[config.mk]
export PLATFORM = sky130hd
export DESIGN_NAME = gb_lcd_pixel_sink
export DESIGN_NICKNAME = d
export VERILOG_FILES = /design/src/rtl/gb_lcd_pixel_sink.sv
export SDC_FILE = /design/constraint.sdc
export NUM_CORES = 1
export LEC_CHECK = 0
export CAP_MARGIN = 20
export CORE_ASPECT_RATIO = 1.2
export CORE_MARGIN = 1
export CORE_UTILIZATION = 40
export DETAILED_ROUTE_END_ITERATION = 7
export MAX_ROUTING_LAYER = met4
export PLACE_DENSITY_LB_ADDON = 0.08
export SLEW_MARGIN = 20
export SYNTH_ARGS = -nofsm -noshare
export SYNTH_HDL_FRONTEND = slang
export SYNTH_SLANG_ARGS = --single-unit
[constraint.sdc]
create_clock -name clk -period 3.5 [get_ports clk]
set_clock_uncertainty 0.15 [all_clocks]
set_input_delay 0.875 -clock clk [delete_from_list [all_inputs] [get_ports clk]]
set_output_delay 0.875 -clock clk [all_outputs]
set_load 0.05 [all_outputs]
[src/rtl/gb_lcd_pixel_sink.sv]
// PPU pixel stream sink: palette-maps pixels to 2-bit shades, packs four per byte and
// writes a 160x144 frame into one bank of a double-buffered 2bpp framebuffer.
module gb_lcd_pixel_sink #(
  parameter int H_PIXELS = 160,
  parameter int V_LINES  = 144,
  parameter int USE_PAL  = 1
) (
  input  logic        clk,
  input  logic        rst,
  input  logic [1:0]  px_in,
  input  logic        px_valid,
  input  logic [1:0]  ppu_mode,
  input  logic [7:0]  bgp,
  output logic        fb_we,
  output logic [13:0] fb_addr,
  output logic [7:0]  fb_wdata,
  output logic        wr_bank,
  output logic        frame_done,
  output logic        err_short,
  output logic        err_long
);

  localparam logic [1:0]  M_HBLANK  = 2'd0;
  localparam logic [1:0]  M_VBLANK  = 2'd1;
  localparam logic [1:0]  M_SCAN    = 2'd2;
  localparam logic [1:0]  M_DRAW    = 2'd3;
  localparam logic [7:0]  X_MAX     = 8'(H_PIXELS);
  localparam logic [7:0]  Y_FULL    = 8'(V_LINES);
  localparam logic [12:0] LINE_STEP = 13'(H_PIXELS / 4);

  typedef enum logic [1:0] {SYNC, WAIT, ACTIVE} state_t;

  state_t      state;
  logic [1:0]  prev_mode;
  logic [7:0]  x;
  logic [7:0]  y;
  logic [12:0] line_base;
  logic [5:0]  pack;

  logic [1:0]  pal_shade;
  logic [1:0]  shade;
  logic        accept;
  logic        in_range;
  logic        line_end;

  assign pal_shade = bgp[{px_in, 1'b0} +: 2];
  assign shade     = (USE_PAL != 0) ? pal_shade : px_in;
  assign accept    = (state == ACTIVE) && px_valid && (ppu_mode == M_DRAW);
  assign in_range  = (x < X_MAX);
  // A line ends on the DRAW->HBLANK edge, seen against last cycle's mode.
  assign line_end  = (state == ACTIVE) && (prev_mode == M_DRAW) && (ppu_mode == M_HBLANK);

  always_ff @(posedge clk) begin
    if (rst) begin
      state      <= SYNC;
      prev_mode  <= M_HBLANK;
      x          <= '0;
      y          <= '0;
      line_base  <= '0;
      pack       <= '0;
      fb_we      <= 1'b0;
      fb_addr    <= '0;
      fb_wdata   <= '0;
      wr_bank    <= 1'b0;
      frame_done <= 1'b0;
      err_short  <= 1'b0;
      err_long   <= 1'b0;
    end else begin
      prev_mode  <= ppu_mode;
      fb_we      <= 1'b0;
      frame_done <= 1'b0;
      case (state)
        SYNC: begin
          if (ppu_mode == M_VBLANK) state <= WAIT;
        end
        WAIT: begin
          x         <= '0;
          y         <= '0;
          line_base <= '0;
          pack      <= '0;
          if (ppu_mode == M_SCAN) state <= ACTIVE;
        end
        ACTIVE: begin
          if (accept) begin
            if (in_range) begin
              pack <= {pack[3:0], shade};
              x    <= x + 8'd1;
              if (x[1:0] == 2'd3) begin
                fb_we    <= 1'b1;
                fb_wdata <= {pack, shade};
                fb_addr  <= {wr_bank, line_base + 13'(x[7:2])};
              end
            end else begin
              err_long <= 1'b1;
            end
          end
          if (line_end) begin
            // Partial trailing group is simply dropped with the pack register.
            if ((x != 8'd0) && in_range) err_short <= 1'b1;
            x         <= '0;
            y         <= y + 8'd1;
            line_base <= line_base + LINE_STEP;
            pack      <= '0;
          end
          if (ppu_mode == M_VBLANK) begin
            state <= WAIT;
            if (y == Y_FULL) begin
              wr_bank    <= ~wr_bank;
              frame_done <= 1'b1;
            end else begin
              err_long <= 1'b1;
            end
          end
        end
        default: state <= SYNC;
      endcase
    end
  end

endmodule

==> key figures, run 1 <==
Power and ir drop
  • Seq pwr share: 47.5%
  • Psw: 334 µW
  • Pwr dens: 411 mW/mm²
  • Leakage: 1.28 nW
  • Combinational power share: 5.2%
  • Switching Fraction: 21.8%
  • Internal: 1.19 mW
  • Peak VDD IR: 0.215 mV
  • Clk network pwr share: 47.3%

CTS
  • CTS H-tree lvls: 3
  • Root Buffer: clkbuf_8
  • Total setup buffers inserted after CTS: 0
  • Cts repair resizes: 0
  • CTS tree: built
  • Clock Path Buffers: 2
  • Worst-path clk slew: 0.07 ns
  • Cts-stage hold buffer count: 0
  • Total CTS buffers: 9
  • Clk_lat worst skew: 0.35 ns
  • Clk sinks: 63

Setup path
  • CP max FO: 12
  • Reg2Reg Depth: 5
  • Reg2Reg Capture Point: fb_addr[2]
  • Critical path depth in cells: 6
  • Crit path max-delay family: simple AND/OR/NAND/NOR gates
  • CP Launch Type: primary input
  • R2r setup slk: 1.42 ns
  • CP arrival: 2.89 ns
  • CP endpoint kind: register
  • CP cell instances: clkdlybuf4s50_1, nand3_1, nor4b_4, buf_4, nor2_1, a211oi_1
  • CP startpoint: ppu_mode[0]
  • Worst Setup Path Type: in2reg
  • Critical Path Max Stage Delay: 0.67 ns
  • Reg-to-Reg Start: state[0]
  • Buf/Inv on CP: 2
  • Worst Path Required: 3.61 ns
  • CP max stage cell: nor4b_4
  • Crit path to: fb_addr[2]

STA
  • Slew Viols, Final: 0
  • Relative slew slack: 56.8%
  • Slew @ Worst Pin: 0.644 ns
  • RSZ-0062 raised after global routing: no
  • Fin. Hold Viols: 0
  • Tcrit/Tclk final: 79.7%
  • Final setup fails: 0
  • Fin Hold WS: 0.301 ns
  • FMAX: 359 MHz
  • Period minus WS final: 2.79 ns
  • Fin Setup TNS: 0 ns

Routing
  • DR iter-0 viols: 104
  • Vias/cell: 5.40
  • Via count: 2596
  • DRC viols: 0
  • First drt pass iteration count: 4
  • DR WL/cell: 14.1 µm
  • Post-detailed-route count of antenna-violating nets: 0
  • Routed wire length: 6800 µm

Synthesis
  • Syn Area/Cell: 8.74 µm²
  • Synthesized area: 0.00296 mm²
  • Syn Nets: 363
  • Synthesized netlist cell count: 339
  • Register area share after synthesis: 42.5%
  • FF+latch count, synth: 63
  • Post-synth EDFFs: 0
  • Netlist cell types: 52
  • Ys async rst share: 0%
  • Synthesis warning total: 0
  • Most used DFF post-synth: dfxtp_1

Floorplan
  • Initial Util: 41.0%
  • DIE WIDTH: 80.6 µm
  • Num rows: 34
  • Die ar.: 0.00776 mm²
  • Core ar.: 0.00723 mm²
  • Die H: 96.3 µm
  • I/O pin cnt: 42

Final layout
  • Layout Nets: 410
  • Layout cell share with drive strength beyond 1: 8.18%
  • Area Overhead vs Synth: 25.3%
  • Final core occ: 51.4%
  • Antenna Cells: 0
  • Finished Cell Area: 0.00371 mm²

Status
  • Status: complete, no violations

Global routing
  • Number of global-route vias before repair: 2346
  • Overflow after GRT: 0
  • Pin count of the biggest net entering global routing: 37
  • Initial antenna violation count: 0
  • First-pass GRT wire length: 11300 µm
  • Total GRT Usage: 19.9%

Run
  • MaxCap Viol Count: 0

Place
  • Area after DPL: 0.00349 mm²
  • HPWL Detailed: 4740 µm
  • RePlAce Congestion: 0.769
  • PortBufs: 41

Hold path
  • Class of the worst hold path: reg2reg
## power groups by stage
stage                     Combinational (mW)  Clock [mW]  Sequential [mW]
final                                 0.0800       0.723            0.725
after global routing                  0.0886       0.773            0.726
after CTS                             0.0812       0.741            0.725
after detailed placement              0.0809           0            0.742
after global placement                0.0804           0            0.742
after floorplan                       0.0475           0            0.739
## area by class of cell
| cell class | instances | area [µm²] |
|---|---|---|
| Timing Repair Buffer | 51 | 485 |
| Fill cell | 708 | 3520 |
| Clock inverter | 3 | 65.1 |
| Tap cell | 90 | 113 |
| Sequential cell | 63 | 1260 |
| Multi-Input combinational cell | 253 | 1600 |
| Clock buffer | 13 | 159 |
| Inverter | 8 | 30.0 |
## logic make-up (layout without fill, tap and decap cells)
family                   count (synthesis)  after routing  share of synthesized area (%)
AND/OR/NAND/NOR                        135            135                           23.8
AO/OA/AOI/OAI                           93             93                           20.4
flip-flops                              63             63                           42.5
buffers and inverters                   23             75                           3.71
adder cells (fa/ha/maj)                  9              9                           3.80
XOR/XNOR                                 9              9                           2.66
multiplexers                             6              6                           2.91
other                                    1              1                          0.127
## Yosys cell counts, types with 4 or more instances
library cell	number	area, µm²
dfxtp_1	63	1260
nand2_1	44	165
a21oi_1	31	155
nor2_1	25	93.8
nand3_1	12	60.1
o21ai_0	12	60.1
a211oi_1	11	82.6
ha_1	9	113
o31ai_1	9	67.6
a22o_1	8	70.1
inv_1	8	30.0
or4_1	8	60.1
clkbuf_1	7	26.3
nand2b_1	7	43.8
xnor2_1	7	61.3
a31oi_1	6	37.5
nor3_1	6	30.0
and4_1	4	35.0
buf_2	4	20.0
nor4_1	4	25.0
or3_1	4	25.0
## tightest hold or removal path, cell delays in order, from the launching register on
cell and delay, ns:
dfxtp_1 0.31, nand2_1 0.05, a21oi_1 0.05
## stage by stage
stage / std cells / setup slack, ns / power, mW
6_report: 481 / 0.711 / 1.53
5_1_grt: 481 / 0.473 / 1.59
4_1_cts: 481 / 0.670 / 1.55
3_5_place_dp: 465 / 0.319 / 0.823
3_3_place_gp: 465 / 0.386 / 0.822
2_1_floorplan: 339 / 1.30 / 0.786
## sequential cells by signal (all words and copies together), names as in the netlist
signal / cells
wr_bank: 1
err_short: 1
x: 8
prev_mode: 2
err_long: 1
line_base: 10
fb_wdata: 8
fb_addr: 14
frame_done: 1
fb_we: 1
pack: 6
state: 2
y: 8
## per-layer routing
| layer | share of wire (%) | up-vias | GRT usage, % | wire [µm] |
|---|---|---|---|---|
| li1 | - | 1338 | - | - |
| met1 | 48 | 1204 | 25.1 | 3250 |
| met2 | 48 | 43 | 31.3 | 3230 |
| met3 | 3.1 | 11 | 4.27 | 213 |
| met4 | 1.5 | 0 | 7.14 | 99 |
| met5 | 0 | - | - | 0 |
## cell usage in the layout (no fill, tap or decap), types with 3 or more instances in the layout
| master | n |
|---|---|
| a31oi_1 | 6 |
| a211oi_1 | 11 |
| nand2_1 | 44 |
| or4_1 | 8 |
| inv_1 | 8 |
| ha_1 | 9 |
| and4_1 | 4 |
| nor4_1 | 4 |
| dfxtp_1 | 63 |
| clkdlybuf4s50_1 | 41 |
| a21oi_1 | 31 |
| nand2b_1 | 7 |
| mux2i_1 | 3 |
| o21ai_0 | 12 |
| nor2_1 | 25 |
| xnor2_1 | 7 |
| nor3_1 | 6 |
| a22oi_1 | 3 |
| a22o_1 | 8 |
| clkbuf_8 | 11 |
| buf_4 | 10 |
| o31ai_1 | 9 |
| nor2b_1 | 3 |
| nand4_1 | 3 |
| or3_1 | 4 |
| nand3_1 | 12 |
## how the worst min path moves through the flow
stage / start / endpoint / cells past startpoint
3_3_place_gp: fb_wdata[2] / fb_wdata[2] / 2
2_1_floorplan: pack[5] / fb_wdata[7] / 2
6_report: fb_wdata[7] / fb_wdata[7] / 2
4_1_cts: fb_wdata[7] / fb_wdata[7] / 2
3_5_place_dp: fb_wdata[7] / fb_wdata[7] / 2
5_1_grt: fb_wdata[6] / fb_wdata[6] / 2
Power figures use the tool's default switching activity.
==> run 2, diff against run 1 <==
==> constraint.sdc (replaced) <==
create_clock -name clk -period 2.5 [get_ports clk]
set_clock_uncertainty 0.15 [all_clocks]
set_input_delay 0.625 -clock clk [delete_from_list [all_inputs] [get_ports clk]]
set_output_delay 0.625 -clock clk [all_outputs]
set_load 0.05 [all_outputs]
==> key figures, run 2 (synthesized netlist as in run 1, its figures left out) <==
Status
  • Status: complete, no violations

Routing
  • DR iter-0 viols: 94
  • Routed wire length: 6670 µm
  • First drt pass iteration count: 4
  • Via count: 2643
  • DRC viols: 0
  • DR WL/cell: 13.5 µm
  • Vias/cell: 5.35
  • Post-detailed-route count of antenna-violating nets: 0

STA
  • FMAX: 432 MHz
  • Slew @ Worst Pin: 0.574 ns
  • Final setup fails: 0
  • Slew Viols, Final: 0
  • Slack of the critical path: 0.183 ns
  • RSZ-0062 raised after global routing: no
  • Tcrit/Tclk final: 92.7%
  • Period minus WS final: 2.32 ns
  • Relative slew slack: 61.5%
  • Fin. Hold Viols: 0

Final layout
  • Final Non-Filler Cells: 494
  • Most frequent cells in the layout: dfxtp_1, nand2_1, clkdlybuf4s50_1
  • Most common cell after layout, fill and taps aside: dfxtp_1
  • Layout Nets: 424
  • Area Overhead vs Synth: 29.3%
  • Filler instances: 699
  • Max reg flops: 14
  • Largest reg by FF count: fb_addr
  • Layout cell share with drive strength beyond 1: 11.1%
  • Largest regs: fb_addr: 14 flops, line_base: 10 flops
  • Final core occ: 53.0%
  • Antenna Cells: 0

Setup path
  • Worst Path Required: 1.73 ns
  • CP max stage cell: clkdlybuf4s50_1
  • CP max FO: 3
  • CP endpoint kind: output pin
  • CP cell instances: clkdlybuf4s50_1
  • CP startpoint: wr_bank
  • Critical Path Max Stage Delay: 0.82 ns
  • CP Launch Type: register
  • Reg-to-Reg Start: state[0]
  • CP arrival: 1.54 ns
  • Reg2Reg Depth: 5
  • Worst Setup Path Type: reg2out
  • Crit path max-delay family: buffers and inverters
  • R2r setup slk: 0.49 ns
  • Reg2Reg Capture Point: y[5]
  • Buf/Inv on CP: 1

Floorplan
  • Die H: 96.3 µm
  • DIE WIDTH: 80.6 µm
  • Num rows: 34
  • Core ar.: 0.00723 mm²
  • Initial Util: 41.0%
  • I/O pin cnt: 42
  • Die ar.: 0.00776 mm²

Global routing
  • Number of global-route vias before repair: 2533
  • Pin count of the biggest net entering global routing: 30
  • First-pass GRT wire length: 11600 µm
  • Total GRT Usage: 20.3%
  • Initial antenna violation count: 0
  • Overflow after GRT: 0

CTS
  • Cts-stage hold buffer count: 0
  • Worst-path clk slew: 0.07 ns
  • Root Buffer: clkbuf_8
  • Clk sinks: 63
  • Total CTS buffers: 9
  • Clk_lat worst skew: 0.34 ns
  • Total setup buffers inserted after CTS: 0
  • CTS tree: built
  • CTS H-tree lvls: 3
  • Cts repair resizes: 0
  • Clock Path Buffers: 2

Place
  • PortBufs: 41
  • RePlAce Congestion: 0.787
  • Placed Cells: 479
  • HPWL Detailed: 5030 µm
  • Post-placement setup slack: -0.0531 ns

Power and ir drop
  • Leakage: 1.34 nW
  • Peak VDD IR: 0.326 mV
  • Pwr dens: 550 mW/mm²

Hold path
  • Worst hold path cell count: 2
  • HP Start: fb_addr[4]
  • Class of the worst hold path: reg2reg
  • WHS Endpoint: fb_addr[4]

Run
  • MaxCap Viol Count: 0
==> run 2: worst max path at each step <==
| stage | depth (start not counted) | end | slack [ns] |
|---|---|---|---|
| detailed placement | 6 | y[5] | -0.05 |
| global route | 1 | wr_bank | 0.13 |
| floorplan | 5 | line_base[10] | 0.55 |
| global placement | 6 | y[7] | -0.03 |
| finish | 1 | wr_bank | 0.18 |
| CTS | 1 | wr_bank | 0.17 |
==> run 2: layout make-up <==
| type | count | area (µm²) | share of cell area, % |
|---|---|---|---|
| Clock inverter | 3 | 67.6 | 1.76 |
| Inverter | 8 | 30.0 | 0.783 |
| Sequential cell | 63 | 1260 | 32.9 |
| Clock buffer | 12 | 145 | 3.79 |
| Timing Repair Buffer | 65 | 616 | 16.1 |
| Multi-Input combinational cell | 253 | 1600 | 41.8 |
| Tap cell | 90 | 113 | 2.94 |
==> run 2: through the flow <==
| stage | TNS, ns | instance area [µm²] | total power [mW] | hold WS [ns] |
|---|---|---|---|---|
| detailed placement | -0.258 | 3620 | 1.17 | 0.295 |
| global route | 0 | 3830 | 2.19 | 0.316 |
| finish | 0 | 3830 | 2.11 | 0.303 |
| CTS | 0 | 3830 | 2.13 | 0.305 |
| global placement | -0.0654 | 3620 | 1.17 | 0.291 |
| floorplan | 0 | 2960 | 1.10 | 0.282 |
==> run 2: report_power, final <==
group          internal (mW)  switching, mW  leakage (nW)
clock network          0.584          0.382         0.103
logic                 0.0615         0.0655         0.730
registers               1.01        0.00740         0.508
total                   1.65          0.455          1.34
==> run 2: metal layers <==
layer / vias to the layer above / track usage, % / part of all wire, %
met5: - / - / 0
met4: 0 / 10.4 / 2.4
met3: 13 / 4.08 / 2.7
met2: 53 / 32.0 / 46
met1: 1200 / 24.5 / 49
li1: 1377 / - / -
==> run 3, diff against run 2 <==
--- a/config.mk
+++ b/config.mk
@@ -11,7 +11,7 @@
 export CORE_UTILIZATION = 40
 export DETAILED_ROUTE_END_ITERATION = 7
 export MAX_ROUTING_LAYER = met4
-export PLACE_DENSITY_LB_ADDON = 0.08
+export SKIP_LAST_GASP = 1
 export SLEW_MARGIN = 20
 export SYNTH_ARGS = -nofsm -noshare
 export SYNTH_HDL_FRONTEND = slang
==> key figures, run 3 (synthesized netlist as in run 1, its figures left out) <==
Setup path
  • Crit path max-delay family: buffers and inverters
  • CP max stage cell: clkdlybuf4s50_1
  • CP Launch Type: register
  • Buf/Inv on CP: 1
  • Critical Path Max Stage Delay: 0.82 ns
  • CP max FO: 3
  • Worst Path Required: 1.73 ns
  • CP endpoint kind: output pin
  • Worst Setup Path Type: reg2out
  • CP arrival: 1.53 ns
  • CP cell instances: clkdlybuf4s50_1

Final layout
  • Sequential cell area: 0.00126 mm²
  • Multi-input logic area: 0.00160 mm²
  • Filler instances: 701
  • Largest reg by FF count: fb_addr
  • Area Overhead vs Synth: 29.1%
  • Layout Nets: 420
  • Layout cell share with drive strength beyond 1: 10.5%
  • Finished Cell Area: 0.00383 mm²
  • Most common cell after layout, fill and taps aside: dfxtp_1
  • Most frequent cells in the layout: dfxtp_1, nand2_1, clkdlybuf4s50_1
  • Antenna Cells: 0
  • Largest regs: fb_addr: 14 flops, line_base: 10 flops
  • Max reg flops: 14

Floorplan
  • Die ar.: 0.00776 mm²
  • Die H: 96.3 µm
  • Core ar.: 0.00723 mm²
  • Initial Util: 41.0%
  • DIE WIDTH: 80.6 µm
  • Num rows: 34
  • I/O pin cnt: 42

Hold path
  • Class of the worst hold path: reg2reg

Global routing
  • First-pass GRT wire length: 11100 µm
  • Pin count of the biggest net entering global routing: 30
  • Number of global-route vias before repair: 2302
  • Total GRT Usage: 19.5%
  • Met3 Use GR: 4.36%
  • Overflow after GRT: 0
  • Most Used Layer, Global Route: met2
  • Met1 usage: 24.3%
  • Initial antenna violation count: 0
  • Met2 Track Usage GR: 30.9%

CTS
  • Clock Path Buffers: 2
  • Clk sinks: 63
  • Cts-stage hold buffer count: 0
  • Cts repair resizes: 0
  • CTS H-tree lvls: 3
  • Root Buffer: clkbuf_8
  • Total CTS buffers: 9
  • Worst-path clk slew: 0.07 ns
  • CTS tree: built
  • Total setup buffers inserted after CTS: 0
  • Clk_lat worst skew: 0.33 ns

Power and ir drop
  • Switching Fraction: 21.3%
  • Seq pwr share: 47.4%
  • Peak VDD IR: 0.374 mV
  • Power, Total: 2.14 mW
  • Leakage: 1.34 nW
  • Clk network pwr share: 46.5%
  • Internal: 1.69 mW
  • Psw: 456 µW
  • Combinational power share: 6.1%
  • Pwr dens: 560 mW/mm²

Place
  • PortBufs: 41
  • HPWL Detailed: 5080 µm
  • RePlAce Congestion: 0.795
  • Area after DPL: 0.00360 mm²

Routing
  • DRC viols: 0
  • Via count: 2682
  • Post-detailed-route count of antenna-violating nets: 0
  • DR iter-0 viols: 87
  • Routed wire length: 6960 µm
  • First drt pass iteration count: 4
  • DR WL/cell: 14.2 µm
  • Vias/cell: 5.46

STA
  • Fin. Hold Viols: 0
  • Slew @ Worst Pin: 0.586 ns
  • Tcrit/Tclk final: 92.1%
  • FMAX: 434 MHz
  • Slew Viols, Final: 0
  • Period minus WS final: 2.30 ns
  • RSZ-0062 raised after global routing: no
  • Final setup fails: 0
  • Relative slew slack: 60.7%

Run
  • MaxCap Viol Count: 0

Status
  • Status: complete, no violations
run 3: cell types whose count changed in the layout (fill, tap and decap cells not counted), sizes merged:
cell and change:
buf -4, clkbuf +1, clkinv +1, clkinvlp -1
run 3: worst paths after layout:
check | depth (start not counted) | start | slack (ns) | endpoint
max | 1 | wr_bank | 0.20 | wr_bank
max reg2reg | 5 | line_base[3] | 0.45 | fb_addr[10]
min reg2reg | 2 | fb_addr[5] | 0.30 | fb_addr[5]
min | 2 | fb_addr[5] | 0.30 | fb_addr[5]
run 3: area by class of cell:
cell class / instances / area share (%)
clock buffers: 13 / 4.15
clock inverters: 3 / 1.70
inverters: 8 / 0.785
well taps: 90 / 2.94
flip-flops and latches: 63 / 33.0
multi-input cells: 253 / 41.8
repair buffers: 61 / 15.6
run 3: layer usage:
metal,vias up,wire length [µm]
met1,1259,3260
met2,50,3370
met3,6,269
li1,1367,-
met4,0,61
met5,-,0
run 3: power by group through the flow:
stage | Clock, mW | Sequential (mW) | Combinational [mW]
6_report | 0.996 | 1.02 | 0.130
3_5_place_dp | 0 | 1.04 | 0.129
3_3_place_gp | 0 | 1.04 | 0.127
5_1_grt | 1.07 | 1.02 | 0.139
2_1_floorplan | 0 | 1.03 | 0.0665
4_1_cts | 1.02 | 1.02 | 0.130
run 3: per-stage QoR:
stage          hold slack [ns]  worst slack, ns  utilization [%]  cells  setup TNS (ns)
2_1_floorplan            0.282            0.547                -    339               0
3_3_place_gp             0.291          -0.0635             49.8    475          -0.350
3_5_place_dp             0.295          -0.0916             49.8    475          -0.908
4_1_cts                  0.305            0.169             52.9    491               0
5_1_grt                  0.322            0.113             52.9    491               0
6_report                 0.302            0.198             52.9    491               0
